[src/rtl/instr_encoder.sv]
`default_nettype none
// ============================================================================
// Module   : instr_encoder
// Purpose  : Packs decoded RV32I instruction fields into legal 32-bit
//            instruction words and writes them to instruction memory at
//            consecutive word addresses. Immediates are range-checked and
//            illegal field combinations are rejected with an error code.
// Ports    : i_clk, i_reset (sync, active-low)
//            start/base_addr          - begin a program at base_addr
//            req_* (valid/ready)      - decoded instruction request stream
//            mem_wren/addr/wdata      - instruction memory write port
//            err_valid/code/cnt       - rejection pulse, reason, sat. count
//            busy/done/full           - program status
// Revision : 1.0 - initial release
// ============================================================================
module instr_encoder #(
  parameter int ADDR_W    = 10,
  parameter int ERR_CNT_W = 8
) (
  input  logic                 i_clk,
  input  logic                 i_reset,
  input  logic                 start,
  input  logic [ADDR_W-1:0]    base_addr,
  input  logic                 req_valid,
  output logic                 req_ready,
  input  logic [3:0]           req_fmt,
  input  logic [2:0]           req_funct3,
  input  logic                 req_alt,
  input  logic [4:0]           req_rd,
  input  logic [4:0]           req_rs1,
  input  logic [4:0]           req_rs2,
  input  logic [31:0]          req_imm,
  input  logic                 req_last,
  output logic                 mem_wren,
  output logic [ADDR_W-1:0]    mem_addr,
  output logic [31:0]          mem_wdata,
  output logic                 err_valid,
  output logic [1:0]           err_code,
  output logic [ERR_CNT_W-1:0] err_cnt,
  output logic                 busy,
  output logic                 done,
  output logic                 full
);

  localparam logic [3:0] C_FMT_R     = 4'd0;
  localparam logic [3:0] C_FMT_I     = 4'd1;
  localparam logic [3:0] C_FMT_IL    = 4'd2;
  localparam logic [3:0] C_FMT_S     = 4'd3;
  localparam logic [3:0] C_FMT_B     = 4'd4;
  localparam logic [3:0] C_FMT_JAL   = 4'd5;
  localparam logic [3:0] C_FMT_JALR  = 4'd6;
  localparam logic [3:0] C_FMT_LUI   = 4'd7;
  localparam logic [3:0] C_FMT_AUIPC = 4'd8;

  localparam logic [6:0] C_OP_R      = 7'b0110011;
  localparam logic [6:0] C_OP_I      = 7'b0010011;
  localparam logic [6:0] C_OP_IL     = 7'b0000011;
  localparam logic [6:0] C_OP_S      = 7'b0100011;
  localparam logic [6:0] C_OP_B      = 7'b1100011;
  localparam logic [6:0] C_OP_JAL    = 7'b1101111;
  localparam logic [6:0] C_OP_JALR   = 7'b1100111;
  localparam logic [6:0] C_OP_LUI    = 7'b0110111;
  localparam logic [6:0] C_OP_AUIPC  = 7'b0010111;

  localparam logic [ADDR_W-1:0]    C_TOP_ADDR = '1;
  localparam logic [ERR_CNT_W-1:0] C_ERR_MAX  = '1;

  typedef enum logic [1:0] {
    S_IDLE = 2'd0,
    S_RUN  = 2'd1,
    S_DONE = 2'd2
  } state_t;

  state_t                 r_state;
  logic [ADDR_W-1:0]      r_addr;
  logic                   r_mem_wren;
  logic [ADDR_W-1:0]      r_mem_addr;
  logic [31:0]            r_mem_wdata;
  logic                   r_err_valid;
  logic [1:0]             r_err_code;
  logic [ERR_CNT_W-1:0]   r_err_cnt;
  logic                   r_full;
  logic                   r_fin;   // program ended at this edge; done follows
  logic                   r_done;

  logic        w_imm_s12, w_imm_s13, w_imm_s21, w_imm_u5;
  logic        w_bad_fn, w_misal, w_range;
  logic [6:0]  w_funct7;
  logic [31:0] w_word;
  logic [1:0]  w_code;
  logic        w_accept, w_ok;

  // Signed-fit tests: all bits above the sign bit must replicate it.
  assign w_imm_s12 = (req_imm[31:11] == {21{req_imm[11]}});
  assign w_imm_s13 = (req_imm[31:12] == {20{req_imm[12]}});
  assign w_imm_s21 = (req_imm[31:20] == {12{req_imm[20]}});
  assign w_imm_u5  = (req_imm[31:5]  == 27'd0);
  assign w_funct7  = req_alt ? 7'b0100000 : 7'b0000000;

  always_comb begin
    w_bad_fn = 1'b0;
    w_misal  = 1'b0;
    w_range  = 1'b0;
    w_word   = '0;
    case (req_fmt)
      C_FMT_R: begin
        w_bad_fn = req_alt && (req_funct3 != 3'b000) && (req_funct3 != 3'b101);
        w_word   = {w_funct7, req_rs2, req_rs1, req_funct3, req_rd, C_OP_R};
      end
      C_FMT_I: begin
        // Shifts carry a 5-bit shamt plus funct7; other ALU ops a full imm12.
        if ((req_funct3 == 3'b001) || (req_funct3 == 3'b101)) begin
          w_bad_fn = req_alt && (req_funct3 == 3'b001);
          w_range  = !w_imm_u5;
          w_word   = {w_funct7, req_imm[4:0], req_rs1, req_funct3, req_rd, C_OP_I};
        end else begin
          w_range  = !w_imm_s12;
          w_word   = {req_imm[11:0], req_rs1, req_funct3, req_rd, C_OP_I};
        end
      end
      C_FMT_IL: begin
        w_bad_fn = (req_funct3 == 3'b011) || (req_funct3 == 3'b110) ||
                   (req_funct3 == 3'b111);
        w_range  = !w_imm_s12;
        w_word   = {req_imm[11:0], req_rs1, req_funct3, req_rd, C_OP_IL};
      end
      C_FMT_S: begin
        w_bad_fn = req_funct3[2] || (req_funct3 == 3'b011);
        w_range  = !w_imm_s12;
        w_word   = {req_imm[11:5], req_rs2, req_rs1, req_funct3, req_imm[4:0], C_OP_S};
      end
      C_FMT_B: begin
        w_bad_fn = (req_funct3 == 3'b010) || (req_funct3 == 3'b011);
        w_misal  = req_imm[0];
        w_range  = !w_imm_s13;
        w_word   = {req_imm[12], req_imm[10:5], req_rs2, req_rs1, req_funct3,
                    req_imm[4:1], req_imm[11], C_OP_B};
      end
      C_FMT_JAL: begin
        w_misal  = req_imm[0];
        w_range  = !w_imm_s21;
        w_word   = {req_imm[20], req_imm[10:1], req_imm[11], req_imm[19:12],
                    req_rd, C_OP_JAL};
      end
      C_FMT_JALR: begin
        w_bad_fn = (req_funct3 != 3'b000);
        w_range  = !w_imm_s12;
        w_word   = {req_imm[11:0], req_rs1, 3'b000, req_rd, C_OP_JALR};
      end
      C_FMT_LUI: begin
        w_range  = (req_imm[11:0] != 12'd0);
        w_word   = {req_imm[31:12], req_rd, C_OP_LUI};
      end
      C_FMT_AUIPC: begin
        w_range  = (req_imm[11:0] != 12'd0);
        w_word   = {req_imm[31:12], req_rd, C_OP_AUIPC};
      end
      default: w_bad_fn = 1'b1;
    endcase
  end

  // Priority: bad format/funct, then misalignment, then range.
  assign w_code   = w_bad_fn ? 2'd1 : (w_misal ? 2'd3 : (w_range ? 2'd2 : 2'd0));
  assign w_ok     = (w_code == 2'd0);
  assign w_accept = req_valid && (r_state == S_RUN);

  always_ff @(posedge i_clk) begin
    if (!i_reset) begin
      r_state     <= S_IDLE;
      r_addr      <= '0;
      r_mem_wren  <= 1'b0;
      r_mem_addr  <= '0;
      r_mem_wdata <= '0;
      r_err_valid <= 1'b0;
      r_err_code  <= 2'd0;
      r_err_cnt   <= '0;
      r_full      <= 1'b0;
      r_fin       <= 1'b0;
      r_done      <= 1'b0;
    end else begin
      r_mem_wren  <= 1'b0;
      r_err_valid <= 1'b0;
      r_fin       <= 1'b0;
      r_done      <= r_fin;
      case (r_state)
        S_IDLE: begin
          if (start) begin
            r_state <= S_RUN;
            r_addr  <= base_addr;
          end
        end
        S_RUN: begin
          if (w_accept) begin
            if (w_ok) begin
              r_mem_wren  <= 1'b1;
              r_mem_addr  <= r_addr;
              r_mem_wdata <= w_word;
              // Address saturates at the top; that write also ends the program.
              if (r_addr != C_TOP_ADDR) r_addr <= r_addr + ADDR_W'(1);
              else                      r_full <= 1'b1;
            end else begin
              r_err_valid <= 1'b1;
              r_err_code  <= w_code;
              if (r_err_cnt != C_ERR_MAX) r_err_cnt <= r_err_cnt + ERR_CNT_W'(1);
            end
            if (req_last || (w_ok && (r_addr == C_TOP_ADDR))) begin
              r_state <= S_DONE;
              r_fin   <= 1'b1;
            end
          end
        end
        S_DONE: begin
          if (start) begin
            r_state <= S_RUN;
            r_addr  <= base_addr;
            r_full  <= 1'b0;
          end
        end
        default: r_state <= S_IDLE;
      endcase
    end
  end

  assign req_ready = (r_state == S_RUN);
  assign busy      = (r_state == S_RUN);
  assign mem_wren  = r_mem_wren;
  assign mem_addr  = r_mem_addr;
  assign mem_wdata = r_mem_wdata;
  assign err_valid = r_err_valid;
  assign err_code  = r_err_code;
  assign err_cnt   = r_err_cnt;
  assign done      = r_done;
  assign full      = r_full;

endmodule
`default_nettype wire
[config.mk]
export PLATFORM = sky130hd
export DESIGN_NAME = instr_encoder
export DESIGN_NICKNAME = d
export VERILOG_FILES = /design/src/rtl/instr_encoder.sv
export SDC_FILE = /design/constraint.sdc
export NUM_CORES = 1
export LEC_CHECK = 0
export ABC_CLOCK_PERIOD_IN_PS = 4200
export CAP_MARGIN = 20
export CORE_ASPECT_RATIO = 2
export CORE_UTILIZATION = 44
export CTS_BUF_LIST = sky130_fd_sc_hd__clkbuf_2
export DETAILED_ROUTE_END_ITERATION = 16
export PLACE_DENSITY = 0.8
export SKIP_CTS_REPAIR_TIMING = 1
export SLEW_MARGIN = 20
export SYNTH_ARGS = -nofsm -noshare
export SYNTH_HDL_FRONTEND = slang
export SYNTH_SLANG_ARGS = --single-unit
[constraint.sdc]
create_clock -name i_clk -period 4.2 [get_ports i_clk]
set_clock_uncertainty 0.15 [all_clocks]
set_input_delay 0.84 -clock i_clk [delete_from_list [all_inputs] [get_ports i_clk]]
set_output_delay 0.84 -clock i_clk [all_outputs]
set_load 0.02 [all_outputs]
# --- Word level (Yosys, flattened, before mapping) ---
# Index checks and enable logic that the tools add are counted.
totals:
  register_bits: 69
  input_bits: 70
op_classes:
  n_addsub: 2
  eq_ne: 30
  mux: 28
  n_bitwise: 1
  n_reduce_logical: 35
ops:
  columns: ["cell", "count"]
  rows:
  - ["32-bit case mux with 9 select lines", 1]
  - ["10-bit two-way mux", 4]
  - ["32-bit two-way mux", 1]
  - ["27-bit logical NOT", 1]
  - ["20-bit equality test", 1]
  - ["10-bit case mux with 2 select lines", 1]
  - ["19-bit equality test", 1]
  - ["4-bit by 3-bit equality test with 1-bit output (second input constant)", 4]
  - ["2-bit two-way mux", 6]
  - ["3-bit AND reduction", 4]
  - ["12-bit nonzero test", 1]
  - ["11-bit equality test", 1]
  - ["10-bit by 1-bit adder with 10-bit output (second input constant)", 1]
  - ["10-bit equality test (second input constant)", 1]
  - ["1-bit two-way mux", 10]
  - ["10-bit inequality test (second input constant)", 1]
  - ["2-bit by 1-bit inequality test with 1-bit output (second input constant)", 5]
  - ["5-bit AND reduction", 2]
  - ["3-bit equality test (second input constant)", 3]
  - ["8-bit by 1-bit adder with 8-bit output (second input constant)", 1]
  - ["4-bit by 2-bit equality test with 1-bit output (second input constant)", 2]
  - ["8-bit inequality test (second input constant)", 1]
  - ["1-bit case mux with 7 select lines", 1]
  - ["3-bit by 2-bit equality test with 1-bit output (second input constant)", 2]
  - ["other kinds (22)", 40]

# --- Depth between registers and ports, before layout ---
depth:
  depth_word: 13
  depth_mapped: 11
  depth_no_buf: 9

# --- Worst setup path after synthesis ---
# OpenSTA, ideal clock, no wires.
synth_path:
  kind: "input port to flip-flop"
  from: "input port req_funct3[2]"
  to: "register r_addr[2]"
  setup_ns: 0.116
  t_arrival_ns: 2.909
  setup_slack_ns: 1.025
  path_stages: 10
  n_path_buf: 2
  cell_sequence: "buf_2 > nor2b_1 > o31a_1 > o21ai_0 > nand4_2 > or3_1 > o21bai_2 > buf_4 > o21ai_0 > a31o_2"
synth_via:
  elab_chain_len: 10
  elab_cells_between_ends: 26
  cone_classes: "8 x eq/ne; 7 x mux; 11 x reduce/logical"
synth_rtl:
  columns: ["element", "line", "source"]
  rows:
  - ["start: declaration", "27", "input logic [2:0] req_funct3,"]
  - ["3-bit by 1-bit equality test with 1-bit output or 3-bit equality test (tied branches)", "112, 113", null]
  - ["1-bit logical OR", "112", "if ((req_funct3 == 3'b001) || (req_funct3 == 3'b101)) begin"]
  - ["1-bit two-way mux", "112", null]
  - ["1-bit case mux with 5 select lines", "105", "case (req_fmt)"]
  - ["2-bit two-way mux (2 in series)", "163", "assign w_code = w_bad_fn ? 2'd1 : (w_misal ? 2'd3 : (w_range ? 2'd2 : 2'd0));"]
  - ["2-bit two-way mux (*)", "163", null]
  - ["2-bit logical NOT (*)", "164", "assign w_ok = (w_code == 2'd0);"]
  - ["2-bit by 1-bit inequality test with 1-bit output (no source line) (*)", null, null]
  - ["5-bit AND reduction (no source line) (*)", null, null]
  - ["end signal: assignment", "189", "r_addr <= base_addr;"]
  - ["end signal: assignment", "199", "if (r_addr != C_TOP_ADDR) r_addr <= r_addr + ADDR_W'(1);"]
  - ["end signal: assignment", "215", "r_addr <= base_addr;"]
  - ["end: declaration", "75", "logic [ADDR_W-1:0] r_addr;"]
# Mark *: on every way between the ends. The rest lies on a longest branch, timed or not.
# A chain may end at the register's enable or synchronous reset.

# --- Worst setup path in the final report ---
layout_path:
  from: "input port req_imm[21]"
  to: "register r_addr[0]"
layout_via:
  elab_chain_len: 10
  elab_cells_between_ends: 16
  cone_classes: "4 x eq/ne; 5 x mux; 7 x reduce/logical"
layout_rtl:
  columns: ["element", "line", "source"]
  rows:
  - ["start: declaration", "32", "input logic [31:0] req_imm,"]
  - ["20-bit equality test or 27-bit logical NOT (tied branches)", "94, 97", null]
  - ["1-bit logical NOT (on tied branches)", null, null]
  - ["1-bit two-way mux", "112", null]
  - ["1-bit case mux with 5 select lines (*)", "105", null]
  - ["2-bit two-way mux (*) (3 in series)", "163", null]
  - ["2-bit logical NOT (*)", "164", null]
  - ["2-bit by 1-bit inequality test with 1-bit output (no source line) (*)", null, null]
  - ["5-bit AND reduction (no source line) (*)", null, null]
# Marks and branches as above.

==> results summary <==
The latest clock arrival within the worst-skew pair came out at 0.51 ns. The most common cell after layout, fill and taps aside is sky130_fd_sc_hd__clkdlybuf4s50_1. For the pin with the worst max-slew slack, the measured transition is 0.658 ns. The data arrival at the endpoint of the critical path came out at 3.85 ns. CTS placed an instance of sky130_fd_sc_hd__clkbuf_2 at the clock tree root. The number of ports placed on the die boundary came out at 128. The row count came out at 49.

The number of routed nets with antenna violations came out at 0. The global-route total usage across every layer is 27.3%. For flop-to-flop paths, the worst setup slack is 0.99 ns. The placer's final routability congestion estimate came out at 0.945. The initial antenna violation count came out at 1. Measured along the x axis, the die boundary spans 70.2 µm. Entering global routing, the biggest net connects 55 pins. Setup violations remaining at the end of the flow were counted as 0. The end of the worst register-to-register path is r_addr[0]$_SDFFE_PN0P_.

The growth of design area from synthesis to finish came out at 38.5%. The share of cells above drive strength 1 came out at 12.2%. Counting along the longest clock path gives a buffer depth of 2.

After layout, the worst path uses 85.9% of the clock period. The number of placed instances, taps included is 717. The synthesized net count came out at 576.

The number of maximum-capacitance constraint violations is 0. The final number of hold-violating endpoints came out at 0. The worst hold path belongs to the class reg -> reg. The total iterations of the first detailed-routing run came out at 5.

The launch point of the worst reg-to-reg path is r_state[0]$_SDFFE_PN0P_. Counting instances, the worst hold path has a depth of 2. The number of global-route vias before repair is 4426. The nature of the critical path endpoint is a register. The final number of max-transition violations came to 0.

The power density normalized to cell area came out at 279 nW/µm². Measured in cells, the most critical reg-to-reg path has a length of 8. The clock period minus final worst setup slack came out at 3.61 ns. The run finished with clean final reports. Across all layers, the routed design uses 4528 vias. The die area is 9720 µm².

The number of DRC violations after detailed routing is 0. The clock edge transition at the registers on the reported setup and hold paths came out at 0.18 ns. Once the floorplan was initialized, standard cells occupied 45.4% of the core. The end point of the most critical hold path is mem_addr[5]$_SDFFE_PN0P_. The post-DP HPWL is 10300 µm.

The core region is 9010 µm². Synthesis inferred 68 register bits. After synthesis, the mean cell area works out to 8.14 µm². The number of DRC markers in iteration 0 came out at 332. Setup repair after global routing left no endpoint under its margin. The leakage power figure is 2.03 nW. Buffers placed on the I/O ports in this run total 127. The required time of the critical path is 4.44 ns.

The post-synthesis cell type count is 68. The routed via count divided by cell count came out at 6.17. The maximum vdd ir drop came out at 0.353 mV. The number of fillers in the final layout came out at 795.

The CTS tree is built. The number of synthesized flops with an enable pin is 0. The sequential share of the synthesized area came out at 33.3%.

The count of yosys warnings during synthesis is 0. The post-layout net count came out at 699. The type of the worst setup path is in -> reg. In this run the vertical extent of the chip is 138 µm. In this run the tightest slew margin relative to its limit is 55.7%. The library cells used most frequently in the layout, excluding fill and tap cells, are sky130_fd_sc_hd__clkdlybuf4s50_1, sky130_fd_sc_hd__dfxtp_1, sky130_fd_sc_hd__nand2_1. The aggregate routed wire length came out at 13200 µm.

The clock buffer count from CTS is 9. The post-route setup TNS came out at 0 ns. CTS saw 68 sinks. The startpoint type of the worst setup path is an input pin.

The mean routed wirelength per cell is 18.0 µm. Based on the critical path, the design can be clocked at up to 0.277 GHz. The number of instances in the synthesized netlist is 503. The global-route wire length before repair came out at 21200 µm. Among all flip-flop cells after synthesis, the most frequent one is sky130_fd_sc_hd__dfxtp_1.

The highest fanout seen on the critical path came out at 17. The share of flip-flops with an asynchronous set or reset after synthesis is 0%. The finished layout holds 734 standard cells, fillers aside.

The total congestion overflow after global routing came out at 0. The H-tree depth came out at 3. The post-synthesis instance area came out at 4090 µm².

The startpoint identified for the worst hold timing path is mem_addr[5]$_SDFFE_PN0P_.
## layout make-up
type,instances,area [µm²],area share (%)
clock buffers,9,45.0,0.794
multi-input cells,379,2470,43.5
well taps,102,128,2.25
repair buffers,156,1510,26.6
flip-flops and latches,68,1360,24.0
inverters,12,45.0,0.794
diodes,1,2.50,0.0441
clock inverters,7,114,2.01
## routing by layer
metal	global-route usage, %	wire length [µm]	up-vias
li1	-	-	2153
met1	27.8	4620	2118
met2	49.3	7140	199
met3	5.03	698	58
met4	18.1	754	0
met5	0	0	-
## synthesized netlist by cell type, types with 4 or more instances
cell,count,share of area [%]
sky130_fd_sc_hd__or4_1,8,1.5
sky130_fd_sc_hd__a211oi_1,13,2.4
sky130_fd_sc_hd__a21boi_0,4,0.73
sky130_fd_sc_hd__mux2i_1,10,2.4
sky130_fd_sc_hd__nor4_1,6,0.92
sky130_fd_sc_hd__nor3_1,6,0.73
sky130_fd_sc_hd__nand2_1,46,4.2
sky130_fd_sc_hd__dfxtp_1,68,33
sky130_fd_sc_hd__a22oi_1,15,2.8
sky130_fd_sc_hd__buf_4,6,1.1
sky130_fd_sc_hd__o31ai_1,9,1.7
sky130_fd_sc_hd__buf_1,6,0.55
sky130_fd_sc_hd__inv_1,10,0.92
sky130_fd_sc_hd__nor2_1,40,3.7
sky130_fd_sc_hd__a22o_1,4,0.86
sky130_fd_sc_hd__o221ai_1,8,1.7
sky130_fd_sc_hd__a21oi_1,35,4.3
sky130_fd_sc_hd__a221oi_1,8,1.7
sky130_fd_sc_hd__a211oi_2,16,4.9
sky130_fd_sc_hd__nor2b_1,13,2.0
sky130_fd_sc_hd__buf_2,8,0.98
sky130_fd_sc_hd__o21ai_1,7,0.86
sky130_fd_sc_hd__or2_2,5,0.76
sky130_fd_sc_hd__nand4_1,10,1.5
sky130_fd_sc_hd__nand3_1,28,3.4
sky130_fd_sc_hd__clkbuf_1,20,1.8
sky130_fd_sc_hd__o21ai_0,22,2.7
sky130_fd_sc_hd__o211a_1,9,2.2
sky130_fd_sc_hd__and3_1,7,1.1
## power by group
| group | internal, mW | switching, mW |
|---|---|---|
| clock network | 0.255 | 0.246 |
| logic | 0.181 | 0.206 |
| registers | 0.672 | 0.0239 |
## worst max-delay path, cell delays in order
cell and delay, ns:
sky130_fd_sc_hd__clkdlybuf4s50_1 0.45, sky130_fd_sc_hd__or4_1 0.51, sky130_fd_sc_hd__nor2_1 0.34, sky130_fd_sc_hd__o211ai_1 0.15
sky130_fd_sc_hd__a32oi_1 0.32, sky130_fd_sc_hd__a31oi_4 0.18, sky130_fd_sc_hd__o21bai_2 0.53, sky130_fd_sc_hd__buf_4 0.23
sky130_fd_sc_hd__a21oi_1 0.06, sky130_fd_sc_hd__a311oi_1 0.22
## worst max-delay path by stage
stage,from,to,slack (ns),depth (start not counted)
finish,req_imm[21],r_addr[0]$_SDFFE_PN0P_,0.59,10
detailed placement,req_fmt[1],r_addr[0]$_SDFFE_PN0P_,0.12,10
CTS,req_fmt[1],r_addr[0]$_SDFFE_PN0P_,0.68,10
global route,req_imm[25],r_addr[0]$_SDFFE_PN0P_,0.55,10
floorplan,req_funct3[2],r_addr[2]$_SDFFE_PN0P_,1.02,10
global placement,req_fmt[1],r_addr[0]$_SDFFE_PN0P_,0.18,10
## registers in the layout, summed over array words and instances, names as in the netlist
register / count
err_code: 2
r_addr: 10
r_fin: 1
err_valid: 1
mem_wdata: 31
full: 1
mem_wren: 1
r_state: 2
mem_addr: 10
done: 1
err_cnt: 8
## metrics by stage
step                setup slack, ns  util [%]  total power, mW  hold slack [ns]  cell area (µm²)
floorplan                      1.02         -            0.916            0.262             4090
global placement              0.177      61.1             1.08            0.287             5510
detailed placement            0.121      61.1             1.09            0.295             5510
CTS                           0.681      62.9             1.59            0.320             5670
global route                  0.554      62.9             1.66            0.339             5670
finish                        0.594      62.9             1.58            0.314             5670
## cell families after synthesis
logic type / count (synthesis) / synth area share (%)
adders and majority gates: 3 / 0.917
DFF: 68 / 33.3
buffers and inverters: 56 / 6.51
xor gates and xnor gates: 2 / 0.428
muxes: 11 / 2.72
AOI/OAI and AO/OA: 176 / 32.7
and+or+nand+nor: 187 / 23.5
No activity file was read; power rests on OpenSTA's default activity.
